File: src/rtl/score_display_driver_pkg.sv
// Shared encodings and glyph table for the score display driver.
package score_display_driver_pkg;

  // BCD converter FSM states
  typedef enum logic [1:0] {
    ST_IDLE  = 2'd0,
    ST_LOAD  = 2'd1,
    ST_SHIFT = 2'd2,
    ST_DONE  = 2'd3
  } bcd_state_e;

  // view select encoding
  localparam logic [1:0] VIEW_POINTS  = 2'd0;
  localparam logic [1:0] VIEW_POINTS2 = 2'd1;
  localparam logic [1:0] VIEW_HS      = 2'd2;
  localparam logic [1:0] VIEW_POINTS3 = 2'd3;

  // letter encoding; 5..7 fall through to blank
  localparam logic [2:0] LETTER_NONE = 3'd0;
  localparam logic [2:0] LETTER_L    = 3'd1;
  localparam logic [2:0] LETTER_U    = 3'd2;
  localparam logic [2:0] LETTER_C    = 3'd3;
  localparam logic [2:0] LETTER_D    = 3'd4;

  // active-low segments, bit order gfedcba
  localparam logic [6:0] GLYPH_BLANK = 7'h7F;
  localparam logic [6:0] GLYPH_P     = 7'b0001100;
  localparam logic [6:0] GLYPH_B     = 7'b0000011;
  localparam logic [6:0] GLYPH_H     = 7'b0001001;
  localparam logic [6:0] GLYPH_L     = 7'b1000111;
  localparam logic [6:0] GLYPH_U     = 7'b1000001;
  localparam logic [6:0] GLYPH_C     = 7'b1000110;
  localparam logic [6:0] GLYPH_D     = 7'b0100001;

  localparam int unsigned BCD_BITS = 7;

  function automatic logic [6:0] digit_glyph(input logic [3:0] d);
    case (d)
      4'd0:    digit_glyph = 7'h40;
      4'd1:    digit_glyph = 7'h79;
      4'd2:    digit_glyph = 7'h24;
      4'd3:    digit_glyph = 7'h30;
      4'd4:    digit_glyph = 7'h19;
      4'd5:    digit_glyph = 7'h12;
      4'd6:    digit_glyph = 7'h02;
      4'd7:    digit_glyph = 7'h78;
      4'd8:    digit_glyph = 7'h00;
      4'd9:    digit_glyph = 7'h10;
      default: digit_glyph = GLYPH_BLANK;
    endcase
  endfunction

endpackage

File: src/rtl/score_display_driver_if.sv
// Score inputs and display outputs bundled between the selector and the driver.
interface score_display_driver_if;
  logic [6:0] points;
  logic [6:0] points2;
  logic [6:0] hs;
  logic [2:0] letter;
  logic       flash;
  logic [1:0] view;
  logic [6:0] seg;
  logic [3:0] an;
  logic       dp;

  modport master (output points, points2, hs, letter, flash, view,
                  input  seg, an, dp);
  modport slave  (input  points, points2, hs, letter, flash, view,
                  output seg, an, dp);
endinterface

File: src/rtl/score_display_driver_bin2bcd.sv
// Sequential shift-add-3 binary to BCD, one bit per clock, for values 0..99.
module bin2bcd_seq
  import score_display_driver_pkg::*;
(
  input  logic       clk,
  input  logic       rst,
  input  logic [6:0] bin,
  output logic [3:0] tens,
  output logic [3:0] units,
  output logic       busy
);

  bcd_state_e  state_q, state_d;
  logic [14:0] sh_q, sh_d;
  logic [14:0] adj;
  logic [2:0]  cnt_q, cnt_d;
  logic [6:0]  last_q, last_d;
  logic [3:0]  tens_q, tens_d;
  logic [3:0]  units_q, units_d;

  function automatic logic [3:0] add3(input logic [3:0] n);
    add3 = (n >= 4'd5) ? n + 4'd3 : n;
  endfunction

  // state and datapath registers; reset also discards any conversion in flight
  always_ff @(posedge clk) begin
    if (rst) begin
      state_q <= ST_IDLE;
      sh_q    <= '0;
      cnt_q   <= '0;
      last_q  <= 7'h7F;
      tens_q  <= '0;
      units_q <= '0;
    end else begin
      state_q <= state_d;
      sh_q    <= sh_d;
      cnt_q   <= cnt_d;
      last_q  <= last_d;
      tens_q  <= tens_d;
      units_q <= units_d;
    end
  end

  // next state: only IDLE looks at the input, so changes mid-conversion wait
  always_comb begin
    state_d = state_q;
    case (state_q)
      ST_IDLE:  if (bin != last_q) state_d = ST_LOAD;
      ST_LOAD:  state_d = ST_SHIFT;
      ST_SHIFT: if (cnt_q == 3'd0) state_d = ST_DONE;
      ST_DONE:  state_d = ST_IDLE;
      default:  state_d = ST_IDLE;
    endcase
  end

  // datapath: load, adjust-then-shift, latch nibbles
  always_comb begin
    sh_d    = sh_q;
    cnt_d   = cnt_q;
    last_d  = last_q;
    tens_d  = tens_q;
    units_d = units_q;
    adj     = {add3(sh_q[14:11]), add3(sh_q[10:7]), sh_q[6:0]};
    case (state_q)
      ST_LOAD: begin
        sh_d   = {8'b0, bin};
        cnt_d  = 3'(BCD_BITS - 1);
        last_d = bin;
      end
      ST_SHIFT: begin
        sh_d  = {adj[13:0], 1'b0};
        cnt_d = cnt_q - 3'd1;
      end
      ST_DONE: begin
        tens_d  = sh_q[14:11];
        units_d = sh_q[10:7];
      end
      default: ;
    endcase
  end

  assign tens  = tens_q;
  assign units = units_q;
  assign busy  = (state_q != ST_IDLE);

endmodule

File: src/rtl/score_display_driver.sv
// Basys3 4-digit display driver: value select, BCD, digit scan and game-over blink.
module score_display_driver
  import score_display_driver_pkg::*;
#(
  parameter int unsigned REFRESH_DIV = 100000,
  parameter int unsigned BLINK_DIV   = 25000000
) (
  input  logic                  clk,
  input  logic                  rst,
  score_display_driver_if.slave bus
);

  localparam int unsigned RW = $clog2(REFRESH_DIV);
  localparam int unsigned BW = $clog2(BLINK_DIV);
  localparam logic [RW-1:0] REF_LAST = RW'(REFRESH_DIV - 1);
  localparam logic [RW-1:0] REF_ONE  = RW'(1);
  localparam logic [BW-1:0] BLK_LAST = BW'(BLINK_DIV - 1);
  localparam logic [BW-1:0] BLK_ONE  = BW'(1);

  logic [6:0]    sel, sat;
  logic [3:0]    tens, units;
  logic          bcd_busy;
  logic [6:0]    slot_glyph;
  logic          ref_wrap, blk_wrap;

  logic [RW-1:0] ref_cnt_q, ref_cnt_d;
  logic [1:0]    idx_q, idx_d;
  logic [3:0]    an_sel_q, an_sel_d;
  logic [3:0]    an_q, an_d;
  logic [6:0]    seg_q, seg_d;
  logic [BW-1:0] blk_cnt_q, blk_cnt_d;
  logic          phase_q, phase_d;

  // pick the score for the current view and clamp to two digits
  always_comb begin
    case (bus.view)
      VIEW_POINTS2: sel = bus.points2;
      VIEW_HS:      sel = bus.hs;
      default:      sel = bus.points;
    endcase
    sat = (sel > 7'd99) ? 7'd99 : sel;
  end

  bin2bcd_seq u_bcd (
    .clk   (clk),
    .rst   (rst),
    .bin   (sat),
    .tens  (tens),
    .units (units),
    .busy  (bcd_busy)
  );

  // glyph for the digit slot that is about to be lit
  always_comb begin
    slot_glyph = GLYPH_BLANK;
    case (idx_q)
      2'd0: slot_glyph = digit_glyph(units);
      2'd1: slot_glyph = (tens == 4'd0) ? GLYPH_BLANK : digit_glyph(tens);
      2'd2: begin
        case (bus.view)
          VIEW_POINTS2: slot_glyph = GLYPH_B;
          VIEW_HS:      slot_glyph = GLYPH_H;
          default:      slot_glyph = GLYPH_P;
        endcase
      end
      default: begin
        case (bus.letter)
          LETTER_L: slot_glyph = GLYPH_L;
          LETTER_U: slot_glyph = GLYPH_U;
          LETTER_C: slot_glyph = GLYPH_C;
          LETTER_D: slot_glyph = GLYPH_D;
          default:  slot_glyph = GLYPH_BLANK;
        endcase
      end
    endcase
  end

  // scan and blink next-state; blanking overrides the anode select every cycle
  always_comb begin
    ref_wrap  = (ref_cnt_q == REF_LAST);
    blk_wrap  = bus.flash && (blk_cnt_q == BLK_LAST);
    ref_cnt_d = ref_wrap ? '0 : ref_cnt_q + REF_ONE;
    idx_d     = ref_wrap ? idx_q + 2'd1 : idx_q;
    an_sel_d  = ref_wrap ? ~(4'b0001 << idx_q) : an_sel_q;
    seg_d     = ref_wrap ? slot_glyph : seg_q;
    if (!bus.flash) begin
      blk_cnt_d = '0;
      phase_d   = 1'b0;
    end else begin
      blk_cnt_d = blk_wrap ? '0 : blk_cnt_q + BLK_ONE;
      phase_d   = blk_wrap ? ~phase_q : phase_q;
    end
    an_d = phase_d ? 4'b1111 : an_sel_d;
  end

  // scan, blink and output registers
  always_ff @(posedge clk) begin
    if (rst) begin
      ref_cnt_q <= '0;
      idx_q     <= '0;
      an_sel_q  <= 4'b1111;
      an_q      <= 4'b1111;
      seg_q     <= GLYPH_BLANK;
      blk_cnt_q <= '0;
      phase_q   <= 1'b0;
    end else begin
      ref_cnt_q <= ref_cnt_d;
      idx_q     <= idx_d;
      an_sel_q  <= an_sel_d;
      an_q      <= an_d;
      seg_q     <= seg_d;
      blk_cnt_q <= blk_cnt_d;
      phase_q   <= phase_d;
    end
  end

  assign bus.seg = seg_q;
  assign bus.an  = an_q;
  assign bus.dp  = 1'b1;

endmodule

File: src/flat_wrapper.sv
// flat-port wrapper written by rule: the top's interface ports become plain ports
module score_display_driver_flat import score_display_driver_pkg::*;
#(
  parameter int unsigned REFRESH_DIV = 100000,
  parameter int unsigned BLINK_DIV   = 25000000
)
  (clk, rst, bus_points, bus_points2, bus_hs, bus_letter, bus_flash, bus_view, bus_seg, bus_an, bus_dp);
  score_display_driver_if bus_i ();
  input  logic clk;
  input  logic rst;
  input wire logic [$bits(bus_i.points)-1:0] bus_points;
  input wire logic [$bits(bus_i.points2)-1:0] bus_points2;
  input wire logic [$bits(bus_i.hs)-1:0] bus_hs;
  input wire logic [$bits(bus_i.letter)-1:0] bus_letter;
  input wire logic [$bits(bus_i.flash)-1:0] bus_flash;
  input wire logic [$bits(bus_i.view)-1:0] bus_view;
  output wire logic [$bits(bus_i.seg)-1:0] bus_seg;
  output wire logic [$bits(bus_i.an)-1:0] bus_an;
  output wire logic [$bits(bus_i.dp)-1:0] bus_dp;
  assign bus_i.points = bus_points;
  assign bus_i.points2 = bus_points2;
  assign bus_i.hs = bus_hs;
  assign bus_i.letter = bus_letter;
  assign bus_i.flash = bus_flash;
  assign bus_i.view = bus_view;
  assign bus_seg = bus_i.seg;
  assign bus_an = bus_i.an;
  assign bus_dp = bus_i.dp;
  score_display_driver #(.REFRESH_DIV(REFRESH_DIV), .BLINK_DIV(BLINK_DIV)) u_core (.clk(clk), .rst(rst), .bus(bus_i));
endmodule
File: config.mk
export PLATFORM = sky130hd
export DESIGN_NAME = score_display_driver_flat
export DESIGN_NICKNAME = d
export VERILOG_FILES = /design/src/rtl/score_display_driver_pkg.sv /design/src/rtl/score_display_driver_if.sv /design/src/rtl/score_display_driver_bin2bcd.sv /design/src/rtl/score_display_driver.sv /design/src/flat_wrapper.sv
export SDC_FILE = /design/constraint.sdc
export NUM_CORES = 1
export LEC_CHECK = 0
export BUFFER_PORTS_ARGS = -buffer_cell sky130_fd_sc_hd__buf_2
export CAP_MARGIN = 20
export CELL_PAD_IN_SITES_DETAIL_PLACEMENT = 0
export CELL_PAD_IN_SITES_GLOBAL_PLACEMENT = 1
export CORE_MARGIN = 1.5
export CORE_UTILIZATION = 41
export CTS_CLUSTER_DIAMETER = 200
export DETAILED_ROUTE_END_ITERATION = 8
export GPL_TIMING_DRIVEN = 0
export HOLD_SLACK_MARGIN = 0.05
export PLACE_DENSITY_LB_ADDON = 0.1
export REMOVE_ABC_BUFFERS = 1
export SLEW_MARGIN = 20
export SYNTH_ARGS = -nofsm -noshare
export SYNTH_HDL_FRONTEND = slang
export SYNTH_SLANG_ARGS = --single-unit
File: constraint.sdc
create_clock -name clk -period 2.4 [get_ports clk]
set_input_delay 0.36 -clock clk [delete_from_list [all_inputs] [get_ports clk]]
set_output_delay 0.36 -clock clk [all_outputs]
set_load 0.01 [all_outputs]
Word level (Yosys, flattened, before mapping)

Memory sizes are Yosys's and may differ from the RTL's. A register that Yosys moved wholly into a read port is not among the register bits.
Index checks and enable logic that the tools add are counted.

Add/subtract/negate cells: 6
Multiply operators: 0
Divide/modulo/power cells: 0
Order comparisons: 3
Equal/unequal tests: 16
Shift-type cells: 1
Mux-type cells: 20
Bitwise operators: 3
Reductions and logical operators: 10

Operators with widths:

| operator                | count |
|---|---|
| $pmux W15 S2            | 1 |
| $pmux W7 S4             | 1 |
| $add A25 B1 Y25 const B | 1 |
| $eq A25 B25 Y1 const B  | 1 |
| $mux W4                 | 6 |
| $pmux W7 S3             | 1 |
| $add A17 B1 Y17 const B | 1 |
| $eq A17 B17 Y1 const B  | 1 |
| $mux W7                 | 2 |
| $pmux W7 S2             | 1 |
| $eq A2 B2 Y1 const B    | 4 |
| $ge A4 B3 Y1 const B    | 2 |
| $pmux W2 S4             | 1 |
| $pmux W4 S2             | 1 |
| $gt A7 B7 Y1 const B    | 1 |
| $ne A7 B7 Y1            | 1 |
| $eq A2 B1 Y1 const B    | 3 |
| $eq A3 B2 Y1 const B    | 2 |
| $pmux W3 S2             | 1 |
| $add A4 B2 Y4 const B   | 1 |
| $logic_not A2 Y1        | 2 |
| $logic_not A4 Y1        | 1 |
| $mux W2                 | 2 |
| $ne A2 B2 Y1 const B    | 2 |
| other kinds (16)        | 19 |

Flip-flop bits (word level): 95
Latch bits: 0
Memory bits (writable): 0
Bits in read-only memories: 224
Bits of input ports: 29
Output and inout bits: 12
Logic and storage cells: 74
Memories: 2

Memory list:

| name             | words | bits a word | read ports | clocked after memory_dff | write ports | line                           | text |
|---|---|---|---|---|---|---|---|
| (name not given) | 16    | 7           | 1          | 1                        | 0           | score_display_driver_pkg.sv:38 | `case (d)` |
| (name not given) | 16    | 7           | 1          | 1                        | 0           | score_display_driver_pkg.sv:38 |  |

Depth between registers and ports, before layout

Word-level depth: 7
Gate-level depth with buffers: 10
Gate-level depth less buffers: 8

Hierarchy

Synthesis repeated with hierarchy kept, for this count alone.

Cell total of the unflattened synthesis: 557
Area total of the unflattened synthesis: 4923.5 um^2

Modules (own cells, without submodules):

| module               | instances | cells an instance | area an instance (um^2) | sequential area each (um^2) |
|---|---|---|---|---|
| score_display_driver | 1         | 388               | 3260.6                  | 1201.2 |
| bin2bcd_seq          | 1         | 169               | 1662.8                  | 700.7 |

Worst setup path after synthesis

Ideal clock, no wire load.

Path type: input to register
Start point: input bus_view[0]
End point: register u_core.u_bcd.state_q[0]
Setup time: 0.122 ns
Arrival: 2.279 ns
Data required time: 2.278 ns
Slack: -0.001 ns
Cell stages on the path: 9
Path buffers: 1
Cell sequence: inv_1 > ha_1 > buf_2 > a221o_1 > a222oi_1 > o22ai_2 > xnor2_2 > a41oi_1 > nand3b_1

Word-level cells in the longest chain between the ends: 7
Elaborated cells on any way between the ends: 8
Classes of those cells: order compare: 1; eq/ne: 4; mux: 2; reduce/logical: 1

RTL lines:

| item                                                | line                               | text |
|---|---|---|
| start: declaration                                  | flat_wrapper.sv:16                 | `input wire logic [$bits(bus_i.view)-1:0] bus_view;` |
| $eq A2 B2 Y1 / $eq A2 B1 Y1 (equally long branches) | score_display_driver.sv:36         | `case (bus.view)` |
| $pmux W7 S2 (*)                                     | score_display_driver.sv:36         |  |
| $gt A7 B7 Y1                                        | score_display_driver.sv:41         | `sat = (sel > 7'd99) ? 7'd99 : sel;` |
| $mux W7 (*)                                         | score_display_driver.sv:41         |  |
| $ne A7 B7 Y1 (*)                                    | score_display_driver_bin2bcd.sv:48 | `ST_IDLE: if (bin != last_q) state_d = ST_LOAD;` |
| $ne A2 B2 Y1 (no source line) (*)                   | n/a                                |  |
| $reduce_and A2 Y1 (no source line) (*)              | n/a                                |  |
| end signal: assignment                              | score_display_driver_bin2bcd.sv:35 | `state_q <= state_d;` |
| end: declaration                                    | score_display_driver_bin2bcd.sv:13 | `bcd_state_e state_q, state_d;` |

Mark *: on every way between the ends. The rest lies on a longest branch, timed or not.
A chain may end at the register's enable or synchronous reset.

Worst setup path in the final report

Start point: input bus_view[1]
End point: register u_core.u_bcd.state_q[1]

Same word-level chain as after synthesis.

==> results.yml <==
outcome:
  outcome: "complete, no violations"
yosys:
  synth_compound_area_frac: 0.157
  ys_ff_latch: 109
  ys_warn_count: 0
  synth_common_cells: "dfxtp_1 (109), nor2_1 (81), nand2_1 (51), a21oi_1 (39), inv_1 (33)"
  synthFlopType: "dfxtp_1"
  synth_area_per_cell_um2: 8.59
  syn_area_um2: 5390
  synth_top_area_share: 0.405
  synth_most_common_cell: "dfxtp_1"
  synth_top_family_by_area: "simple AND/OR/NAND/NOR gates"
  synth.largest_area_cell: "dfxtp_1"
  synthTopCellsByArea: "dfxtp_1 (40%), ha_1 (7.2%), nor2_1 (5.6%)"
  async_reset_ff_frac: 0
  synthCells: 628
  synth_adder_area_share: 0.0719
  synth.distinct_cells: 56
  synth_xor_xnor_area_share: 0.0696
  synth_edf_count: 0
  yosys.area_share.simple: 0.218
  synth_mux_area_frac: 0.0299
  yosysSeqAreaShare: 0.405
run:
  maxCapViolations: 0
timing:
  hold_viol: 0
  rsz0062_at_grt: "no"
  slew_violations: 0
  fin_crit_ps: 2270
  setup_viol: 0
  skew_ps: 5.58
  tightest_slew_ps: 903
  holdWs_ps: 352
  max_clock_freq_ghz: 0.441
  finalCritPeriodShare: 0.945
  finalSetupTns_ps: 0
  slew_headroom: 0.398
grt:
  antenna_found_initial: 0
  grt_max_degree: 47
  grt_pass1_vias: 4143
  track_usage: 0.172
  grt_pass1_wl_um: 19500
  grt_overflow: 0
cts:
  holdBufCountCts: 0
  htreeDepth: 3
  cts_made_buffers: 9
  cts_tree: "done"
  clock_path_buffers: 2
  clockRootBuffer: "clkbuf_16"
  clkTransAtPathRegs_ps: 70
  clock-sinks: 109
  insertion_delay_ps: 350
placed_design:
  place_area_um2: 5680
  place.gp.congestion: 0.781
  dp_hpwl_um: 8190
  dp_cells: 810
  io_buffers: 39
die:
  rows: 41
  die_w_um: 118
  fp.dieArea_um2: 13900
  coreArea_um2: 12700
  start_util: 0.424
  die_height_um: 118
  ioPinCount: 41
pwr:
  p_leak_nw: 2.33
  power.density_nw_per_um2: 741
  power.total_w: 0.00445
  vdd_drop_max_v: 0.000464
layout:
  postLayoutCellArea_um2: 6010
  multi_input_comb_area_um2: 2980
  syn_to_final_growth_pct: 11.4
  fill_cells: 1301
  ff_latch_area_um2: 2180
  fin_nets: 712
  n_antenna_cell: 0
  instances_no_fill: 829
  drive_gt1_frac: 0.113
critical_path:
  cp_max_fo: 11
  crit_arrival_ps: 2560
  end_kind: "flip-flop"
  path_class: "in2reg"
  cp-start-kind: "input port"
  required_ps: 2690
detailed_routing:
  routed_via_density: 5.24
  firstDrtPassIters: 5
  drt-initial-drc-count: 225
  dr_total_vias: 4348
  drc: 0
  wirelength_um: 11400
  routedWlPerCell_um: 13.7
  ant_nets: 0
min_path:
  hp-class: "in2reg"
-- where the power goes --
| part | switching (W) | internal (W) | total, W |
|---|---|---|---|
| Sequential | 0.0000916 | 0.00195 | 0.00204 |
| Clock | 0.000641 | 0.000762 | 0.00140 |
| Combinational | 0.000600 | 0.000409 | 0.00101 |
-- cells in the final DEF, fill, tap and decap left out, types with 3 or more instances in the layout --
cell type | Yosys | routed
a211oi_1 | 5 | 5
a21oi_1 | 39 | 39
a221o_1 | 10 | 10
a221oi_1 | 7 | 7
a22oi_1 | 4 | 4
a311oi_1 | 3 | 3
and2_1 | 4 | 4
and3_1 | 10 | 10
and4_1 | 3 | 3
buf_2 | 3 | 39
buf_4 | 4 | 3
clkbuf_16 | 0 | 9
dfxtp_1 | 109 | 109
ha_1 | 31 | 29
inv_1 | 33 | 33
mux2i_1 | 15 | 15
nand2_1 | 51 | 50
nand2b_1 | 17 | 17
nand3_1 | 21 | 21
nand3b_1 | 3 | 3
nand4_1 | 10 | 10
nor2_1 | 81 | 81
nor2b_1 | 6 | 6
nor3_1 | 7 | 7
o211ai_1 | 9 | 9
o21ai_0 | 31 | 31
or2_2 | 6 | 6
or3_1 | 5 | 5
or4_1 | 4 | 3
xnor2_1 | 15 | 15
xor2_1 | 26 | 26
-- cell type report --
class	count	area share
multi-input cells	456	0.496
flip-flops and latches	109	0.363
clock buffers	13	0.0433
repair buffers	43	0.0381
well taps	172	0.0358
inverters	33	0.0206
clock inverters	3	0.00312
-- through the flow --
step                utilization  setup WS, ps
global route              0.472          25.4
detailed placement        0.446          -554
global placement          0.445          -718
CTS                       0.471          79.2
floorplan                     -         -35.4
finish                    0.472           131
-- layer usage --
layer	up-vias	global-route usage	routed length, um
met2	36	0.287	5390
met4	0	0.0389	94
li1	2236	-	-
met5	-	0	0
met3	6	0.0451	315
met1	2070	0.222	5600
-- worst max-delay path, cell delays in order --
cell and delay, ps:
buf_2 120, inv_1 80, ha_2 330, a221oi_1 160, or4_4 620, a221o_1 380
a211oi_1 270, nand4_1 140, nand3b_1 110
-- what timing repair did --
item | in CTS | in global routing
setup buffers | 2 | 1
resized for setup | 5 | 3
endpoints found under the setup margin | 52 | 28
pin swaps | 1 | 1
hold endpoints to repair | 0 | 0
-- kinds of logic after synthesis --
| kind of cell | after synthesis |
|---|---|
| and+or+nand+nor | 238 |
| xor gates and xnor gates | 42 |
| AOI/OAI and AO/OA | 128 |
| muxes | 16 |
| DFF | 109 |
| buffers and inverters | 63 |
| other | 1 |
| adders and majority gates | 31 |
-- final timing paths --
kind | startpoint | endpoint | slack [ps] | depth (start not counted)
worst max register to register | u_core.blk_cnt_q[0]$_SDFF_PP0_ | u_core.blk_cnt_q[20]$_SDFF_PP0_ | 280 | 5
worst min register to register | u_core.u_bcd.sh_q[2]$_SDFFE_PP0P_ | u_core.u_bcd.sh_q[3]$_SDFFE_PP0P_ | 470 | 2
worst max-delay path | bus_view[1] | u_core.u_bcd.state_q[1]$_SDFFE_PP0P_ | 130 | 9
worst min-delay path | bus_flash | u_core.bus.an[2]$_SDFF_PP1_ | 350 | 3
No activity file was read; power rests on OpenSTA's default activity.
